$ cat src/rtl/led_scan_pkg.sv
// Shared types and constants for the LED scan sequencer.
package led_scan_pkg;

    // Sequencer control state.
    typedef enum logic {
        IDLE = 1'b0,
        RUN  = 1'b1
    } state_t;

    // Pattern mode encodings as seen on the mode input.
    localparam logic [1:0] MODE_WALK   = 2'b00;
    localparam logic [1:0] MODE_BOUNCE = 2'b01;
    localparam logic [1:0] MODE_SINGLE = 2'b10;
    localparam logic [1:0] MODE_MANUAL = 2'b11;

    // Select values at the two ends of the LED row.
    localparam logic [2:0] SEL_LOW  = 3'd0;
    localparam logic [2:0] SEL_HIGH = 3'd7;

    // One step along the LED row; the 3-bit result wraps modulo 8.
    function automatic logic [2:0] sel_step(input logic [2:0] cur, input logic down);
        logic [2:0] nxt;
        if (down) begin
            nxt = cur - 3'd1;
        end else begin
            nxt = cur + 3'd1;
        end
        return nxt;
    endfunction

    // End value of a sweep in the given direction.
    function automatic logic [2:0] sel_end(input logic down);
        return down ? SEL_LOW : SEL_HIGH;
    endfunction

endpackage

$ cat src/rtl/led_tick_gen.sv
// Step prescaler: counts DIV clock cycles while enabled and flags the last one.
module led_tick_gen #(
    parameter int unsigned DIV = 25000000,
    parameter int unsigned CW  = 25
) (
    input  logic clk,
    input  logic rst,
    input  logic clr,
    input  logic en,
    output logic tick
);

    localparam logic [CW-1:0] LAST = CW'(DIV - 1);

    logic [CW-1:0] cnt_q;
    logic [CW-1:0] cnt_d;

    assign tick = en && (cnt_q == LAST);

    // Next count: cleared on request or while stopped, wraps after the last cycle.
    always_comb begin
        cnt_d = cnt_q;
        if (clr || !en) begin
            cnt_d = '0;
        end else if (cnt_q == LAST) begin
            cnt_d = '0;
        end else begin
            cnt_d = cnt_q + CW'(1);
        end
    end

    // Prescaler counter register.
    always_ff @(posedge clk) begin
        if (rst) begin
            cnt_q <= '0;
        end else begin
            cnt_q <= cnt_d;
        end
    end

endmodule

$ cat src/rtl/led_scan_ctrl.sv
// LED scan sequencer: drives demux select/data with walk, bounce, single-sweep
// and manual pass-through patterns, stepping once every DIV clock cycles.
module led_scan_ctrl
    import led_scan_pkg::*;
#(
    parameter int unsigned DIV = 25000000,
    parameter int unsigned CW  = 25
) (
    input  logic       clk,
    input  logic       rst,
    input  logic [1:0] mode,
    input  logic       dir_down,
    input  logic       start,
    input  logic       stop,
    input  logic [2:0] man_sel,
    input  logic       man_data,
    output logic [2:0] sel,
    output logic       data,
    output logic       busy,
    output logic       done
);

    state_t     state_q, state_d;
    logic [2:0] sel_q,   sel_d;
    logic       dir_q,   dir_d;
    logic       data_q,  data_d;
    logic       busy_q,  busy_d;
    logic       done_q,  done_d;

    logic man_req;
    logic stop_req;
    logic start_req;
    logic tick;
    logic at_end;

    // Request decode in priority order: manual, then stop, then start.
    assign man_req   = (mode == MODE_MANUAL);
    assign stop_req  = !man_req && stop;
    assign start_req = !man_req && !stop && start;
    assign at_end    = (sel_q == sel_end(dir_q));

    // Any manual, stop or start request restarts the step interval from zero,
    // so the first step lands DIV cycles after an accepted start.
    led_tick_gen #(
        .DIV (DIV),
        .CW  (CW)
    ) u_tick (
        .clk  (clk),
        .rst  (rst),
        .clr  (man_req || stop || start),
        .en   (state_q == RUN),
        .tick (tick)
    );

    // State register.
    always_ff @(posedge clk) begin
        if (rst) begin
            state_q <= IDLE;
        end else begin
            state_q <= state_d;
        end
    end

    // Next-state logic; tick is only ever high in RUN.
    always_comb begin
        state_d = state_q;
        if (man_req || stop_req) begin
            state_d = IDLE;
        end else if (start_req) begin
            state_d = RUN;
        end else if (tick && (mode == MODE_SINGLE) && at_end) begin
            state_d = IDLE;
        end
    end

    // Next values of the registered outputs and the direction register.
    always_comb begin
        sel_d  = sel_q;
        dir_d  = dir_q;
        data_d = data_q;
        done_d = 1'b0;
        busy_d = (state_d == RUN);
        if (man_req) begin
            sel_d  = man_sel;
            data_d = man_data;
        end else if (stop_req) begin
            data_d = 1'b0;
        end else if (start_req) begin
            data_d = 1'b1;
            if (mode == MODE_BOUNCE) begin
                dir_d = 1'b0;
                sel_d = SEL_LOW;
            end else begin
                dir_d = dir_down;
                sel_d = dir_down ? SEL_HIGH : SEL_LOW;
            end
        end else if (tick) begin
            case (mode)
                MODE_WALK: begin
                    sel_d = sel_step(sel_q, dir_q);
                end
                MODE_BOUNCE: begin
                    // Reflect at either end: reverse and step away in one tick.
                    if (at_end) begin
                        dir_d = !dir_q;
                        sel_d = sel_step(sel_q, !dir_q);
                    end else begin
                        sel_d = sel_step(sel_q, dir_q);
                    end
                end
                MODE_SINGLE: begin
                    if (at_end) begin
                        data_d = 1'b0;
                        done_d = 1'b1;
                    end else begin
                        sel_d = sel_step(sel_q, dir_q);
                    end
                end
                default: begin
                end
            endcase
        end
    end

    // Output and direction registers.
    always_ff @(posedge clk) begin
        if (rst) begin
            sel_q  <= '0;
            dir_q  <= 1'b0;
            data_q <= 1'b0;
            busy_q <= 1'b0;
            done_q <= 1'b0;
        end else begin
            sel_q  <= sel_d;
            dir_q  <= dir_d;
            data_q <= data_d;
            busy_q <= busy_d;
            done_q <= done_d;
        end
    end

    assign sel  = sel_q;
    assign data = data_q;
    assign busy = busy_q;
    assign done = done_q;

endmodule

$ cat config.mk
export PLATFORM = sky130hd
export DESIGN_NAME = led_scan_ctrl
export DESIGN_NICKNAME = d
export VERILOG_FILES = /design/src/rtl/led_scan_pkg.sv /design/src/rtl/led_tick_gen.sv /design/src/rtl/led_scan_ctrl.sv
export SDC_FILE = /design/constraint.sdc
export NUM_CORES = 1
export LEC_CHECK = 0
export BUFFER_PORTS_ARGS = -buffer_cell sky130_fd_sc_hd__buf_2
export CORE_AREA = 8 8 74 76
export CTS_CLUSTER_SIZE = 16
export DETAILED_ROUTE_END_ITERATION = 8
export DIE_AREA = 0 0 82 84
export SLEW_MARGIN = 30
export SYNTH_ARGS = -nofsm -noshare
export SYNTH_HDL_FRONTEND = slang
export SYNTH_SLANG_ARGS = --single-unit
$ cat constraint.sdc
create_clock -name clk -period 2.2 [get_ports clk]
set_input_delay 0.44 -clock clk [delete_from_list [all_inputs] [get_ports clk]]
set_output_delay 0.44 -clock clk [all_outputs]
set_load 0.05 [all_outputs]
==> results of run 1 <==
cells in the final DEF, fill, tap and decap left out, drive strengths merged:
master / n
nor4: 3
dfxtp: 32
nand3: 11
nand4: 11
nor4b: 3
and4b: 3
ha: 5
a211oi: 2
or4b: 1
xnor2: 6
and2: 2
nor3: 9
nand2: 12
a31oi: 5
o21ai: 3
xor2: 18
a21oi: 10
nand2b: 1
and3: 4
buf: 26
nor2: 27
o31ai: 3
nor2b: 1
a2111oi: 1
and4: 2
nand3b: 4
clkbuf: 8
mux4: 1
a21o: 2
inv: 8
o311ai: 1
or3b: 1
nor4bb: 4
nor3b: 1
and3b: 1
metrics by stage:
stage / hold slack [ps] / setup slack [ps] / instances / utilization / instance area (µm²)
finish: 439 / 287 / 284 / 0.479 / 2040
global route: 440 / 104 / 284 / 0.479 / 2040
CTS: 429 / 271 / 284 / 0.479 / 2040
detailed placement: 447 / 283 / 276 / 0.458 / 1950
global placement: 445 / 326 / 276 / 0.458 / 1950
floorplan: 430 / 49.7 / 206 / - / 1760
flip-flops by register name, indices dropped and copies added, names as in the netlist:
register / cells
u_tick.cnt_q: 25
sel: 3
busy: 1
data: 1
dir_q: 1
done: 1
cell usage after synthesis, types with 5 or more instances:
cell	instances
nand2_1	12
nor3_1	8
xor2_1	18
a21oi_1	10
inv_1	8
clkbuf_1	6
ha_1	5
dfxtp_1	32
a31oi_1	5
nand3_1	11
nand4_1	11
xnor2_1	6
nor2_1	27
power groups by stage:
stage | logic (mW) | registers, mW | clock network, mW
3_5_place_dp | 0.125 | 0.605 | 0
4_1_cts | 0.126 | 0.592 | 0.479
3_3_place_gp | 0.124 | 0.605 | 0
5_1_grt | 0.136 | 0.593 | 0.502
6_report | 0.124 | 0.592 | 0.459
2_1_floorplan | 0.0613 | 0.628 | 0
worst paths after layout:
kind	endpoint	slack, ps	cells after the start
hold reg to reg	u_tick.cnt_q[0]$_SDFF_PP0_	460	1
hold / removal	done$_SDFF_PP0_	440	2
setup reg to reg	busy$_SDFFE_PP0P_	290	7
setup / recovery	busy$_SDFFE_PP0P_	290	7
area by class of cell:
| class | count | area share |
|---|---|---|
| Timing Repair Buffer | 26 | 0.0760 |
| Sequential cell | 32 | 0.314 |
| Inverter | 8 | 0.0147 |
| Clock buffer | 8 | 0.0441 |
| Multi-Input combinational cell | 158 | 0.519 |
| Tap cell | 52 | 0.0319 |
worst max-delay path: cells and delay by family (launching register included):
kind                     cells  cell delay, ps
buffers and inverters        1              80
AND/OR/NAND/NOR              3             660
AO/OA/AOI/OAI                2             390
adder cells (fa/ha/maj)      1             310
flip-flops                   1             360
metal layers:
| metal | track usage | wire, µm |
|---|---|---|
| met1 | 0.151 | 1800 |
| met4 | 0.0575 | 72 |
| met2 | 0.197 | 1890 |
| met3 | 0.0291 | 239 |
| met5 | 0 | 0 |
cells by family after synthesis:
kind of cell | synth area share
AO/OA/AOI/OAI | 0.0973
XOR/XNOR | 0.119
adder cells (fa/ha/maj) | 0.0355
buffers and inverters | 0.0348
flip-flops | 0.364
multiplexers | 0.0128
AND/OR/NAND/NOR | 0.337
==> flow_metrics.tcl, run 1 <==
set metrics [dict create \
    diodes 0 \
    grt_pass1_vias 1510 \
    routedWlPerCell_um 14.1 \
    grt_antenna_before_repair 0 \
    cts_setup_buffers 0 \
    max_freq_mhz 523 \
    synthFlopType "dfxtp_1" \
    ctsResizeCount 0 \
    yosysTopAreaCellShare 0.364 \
    synth_edf_count 0 \
    fin_worst_skew_ps 3.31 \
    yosysSeqAreaShare 0.364 \
    drt_wl_total_um 4010 \
    relSlewSlack 0.668 \
    port_buffers 16 \
    switching_share 0.244 \
    nets 247 \
    tightest_slew_ps 495 \
    drive_above_1_share 0.168 \
    final_antenna_net_count 0 \
    r2r_start "dir_q$_SDFFE_PP0P_" \
    crit_chain "inv_1 > ha_1 > nand2_1 > a211oi_2 > or4b_4 > a21oi_1 > nor3b_1" \
    slowest_delay_ps 530 \
    fin_crit_ps 1910 \
    synth.largest_area_cell "dfxtp_1" \
    max-cap-violations 0 \
    gr-usage-all-layers 0.124 \
    arrival_ps 2080 \
    start_util 0.413 \
    clk_latency_ps 280 \
    dr.pass1.iters 4 \
    rows 24 \
    syn_to_final_growth_pct 15.9 \
    die_h_um 84 \
    critPathLaunch "dir_q$_SDFFE_PP0P_" \
    hpwl_um 2950 \
    start_kind "register" \
    worstHoldStart "stop" \
    syn_area_mm2 0.00176 \
    ios 17 \
    core-area_mm2 0.00426 \
    cts-hold-fix-buffers 0 \
    clockBufferDepth 2 \
    fill_cells 434 \
    num_vias 1527 \
    setup_viol 0 \
    routed_via_density 5.38 \
    place.gp.congestion 0.807 \
    combPwrFrac 0.106 \
    ctsHtreeMaxLevel 2 \
    synth.distinct_cells 41 \
    cp.required_ps 2370 \
    min_period_over_period 0.870 \
    regArea_um2 642 \
    status "complete, no violations" \
    power.switching_mw 0.287 \
    ys_async_sr_fraction 0 \
    worstSetupPathType "register to register" \
    p_seq_frac 0.504 \
    p_total_mw 1.18 \
    synthesis.nets 222 \
    drc 0 \
    synth-warning-count 0 \
    grt_max_degree 26 \
    hp-class "primary input to register" \
    hold_viol_final 0 \
    dr.first_iter.drc_count 33 \
    cts_tree "done" \
    syn_avg_cell_area_um2 8.55 \
    dieArea_mm2 0.00689 \
    fp.dieW_um 82 \
    syn_inst 206 \
    cts_buffers 5 \
    root_buffer "clkbuf_8" \
    synth_area_leaders "dfxtp_1 (36%), xor2_1 (8.9%), nor2_1 (5.8%), nand4_1 (3.9%), ha_1 (3.6%)" \
    cts.sinks 32 \
    clk_pin_slew_ps 60 \
    power_leakage_nw 0.732 \
    critPathCaptureType "register" \
    ys_seq_elements 32 \
    cp_max_fo 4 \
    p_int_mw 0.889 \
    grt_first_pass_wirelength_um 6930 \
    ir_drop_mv 0.307 \
    power_frac_clock 0.390 \
    setup_tns_ps 0 \
    grt_setup_unrepaired "no" \
    overflow 0 \
    power_per_cell_area_mw_per_mm2 576 \
    crit_slowest_cell "or4b_4" \
    maxSlewViolCount 0 \
    multiInputGateArea_mm2 0.00106 \
]
(Power assumes the default switching activity.)
==> run 2: changes to the inputs <==
PLACE_DENSITY = 0.58   (was unset)
==> run 2 against run 1 <==
Highest routed layer unchanged. Maximum frequency shrank 2.6%. Routed wire length decreased by 0.37%. Largest cell class unchanged. Count of clock-buffer cells in the layout shrank 3.
==> flow_metrics.tcl, run 2 (same netlist as run 1, synthesis figures left out) <==
set metrics [dict create \
    fin_worst_skew_ps 8.26 \
    dr.first_iter.drc_count 77 \
    r2r_start "dir_q$_SDFFE_PP0P_" \
    hpwl_um 2820 \
    core-area_mm2 0.00426 \
    critPathCaptureType "register" \
    whs_ps 428 \
    grt_antenna_before_repair 0 \
    slowest_delay_ps 520 \
    overflow 0 \
    power_leakage_nw 0.735 \
    ios 17 \
    routed_via_density 5.49 \
    whs_endpoint "done$_SDFF_PP0_" \
    cts_buffers 5 \
    grt_pass1_vias 1453 \
    cp.required_ps 2380 \
    layout_common_cells "dfxtp_1 (30), nor2_1 (27), xor2_1 (18)" \
    status "complete, no violations" \
    routedWlPerCell_um 14.1 \
    ctsHtreeMaxLevel 2 \
    die_h_um 84 \
    root_buffer "clkbuf_8" \
    fin_area_mm2 0.00206 \
    fp.dieW_um 82 \
    hold_depth 2 \
    placed_cells 275 \
    final_cell_count_no_fill 283 \
    place_ws_ps 135 \
    rows 24 \
    grt_first_pass_wirelength_um 6890 \
    clk_latency_ps 290 \
    hp-class "primary input to register" \
    utilization 0.482 \
    diodes 0 \
    syn_to_final_growth_pct 16.8 \
    layout_commonest_cell "dfxtp_1" \
    tightest_slew_ps 495 \
    rr_worst_depth 7 \
    min_period_over_period 0.893 \
    arrival_ps 2140 \
    nets 246 \
    relSlewSlack 0.668 \
    cts_tree "done" \
    fin_crit_ps 1970 \
    layout_setup_ws_ps 235 \
    max-cap-violations 0 \
    maxSlewViolCount 0 \
    reg2reg_slack_ps 230 \
    port_buffers 16 \
    drive_above_1_share 0.177 \
    worstSetupPathType "register to register" \
    crit_chain "inv_1 > ha_1 > nand2_1 > a211oi_2 > or4b_4 > a21oi_1 > nor3_1" \
    start_kind "register" \
    clockBufferDepth 2 \
    cts_setup_buffers 0 \
    grt_setup_unrepaired "no" \
    drc 0 \
    placed_area_mm2 0.00194 \
    grt_max_degree 14 \
    regArea_um2 643 \
    rr_endpoint "data$_SDFFE_PP0P_" \
    power_per_cell_area_mw_per_mm2 622 \
    final_antenna_net_count 0 \
    fill_cells 434 \
    cts.sinks 32 \
    drt_wl_total_um 3990 \
    crit_slowest_cell "or4b_4" \
    hold_viol_final 0 \
    place.gp.congestion 0.905 \
    cp_max_fo 9 \
    max_freq_mhz 509 \
    largest_reg_flops 25 \
    setup_viol 0 \
    dr.pass1.iters 4 \
    multiInputGateArea_mm2 0.00106 \
    top_register "u_tick.cnt_q" \
    ir_drop_mv 0.346 \
    num_vias 1555 \
    p_total_mw 1.28 \
    clk_pin_slew_ps 70 \
    dieArea_mm2 0.00689 \
    gr-usage-all-layers 0.123 \
    setup_tns_ps 0 \
    worstHoldStart "stop" \
    start_util 0.413 \
]
-- run 2: how the worst max path moves through the flow --
stage	start	end	depth (start not counted)	slack [ps]
floorplan	sel[2]$_SDFFE_PP0P_	busy$_SDFFE_PP0P_	6	50
global placement	dir_q$_SDFFE_PP0P_	busy$_SDFFE_PP0P_	7	190
detailed placement	dir_q$_SDFFE_PP0P_	data$_SDFFE_PP0P_	7	140
CTS	dir_q$_SDFFE_PP0P_	data$_SDFFE_PP0P_	7	130
global route	dir_q$_SDFFE_PP0P_	busy$_SDFFE_PP0P_	7	110
finish	dir_q$_SDFFE_PP0P_	data$_SDFFE_PP0P_	7	230
-- run 2: area by class of cell --
type                       instances  area share
sequential                        32       0.313
inverter                           8      0.0146
multi-input combinational        158       0.515
tap                               52      0.0316
clock buffer                       5      0.0335
timing repair buffer              25      0.0718
clock inverter                     3      0.0207
-- run 2: per-layer routing --
layer  GRT usage  part of all wire  vias to the layer above
met5           0                 0                        -
met4      0.0335             0.011                        0
met3      0.0409             0.062                        6
met2       0.186              0.43                       27
met1       0.160              0.50                      733
li1            -                 -                      789
-- run 2: critical path, delay by kind of cell, from the launching register on --
kind / cells / cell delay (ps)
compound gates: 2 / 390
simple gates: 3 / 650
flops: 1 / 410
fa+ha+maj: 1 / 310
buf+inv: 1 / 100
-- run 2: where the power goes --
part | total, mW | switching, mW | internal [mW]
Combinational | 0.121 | 0.0760 | 0.0450
Sequential | 0.592 | 0.00590 | 0.586
Clock | 0.567 | 0.232 | 0.335
-- run 2: what timing repair did --
action                                 in CTS  in global routing
setup endpoints to repair                   0                  1
endpoints found under the hold margin       0                  0
hold buffers                                0                  0
resized for setup                           0                  1
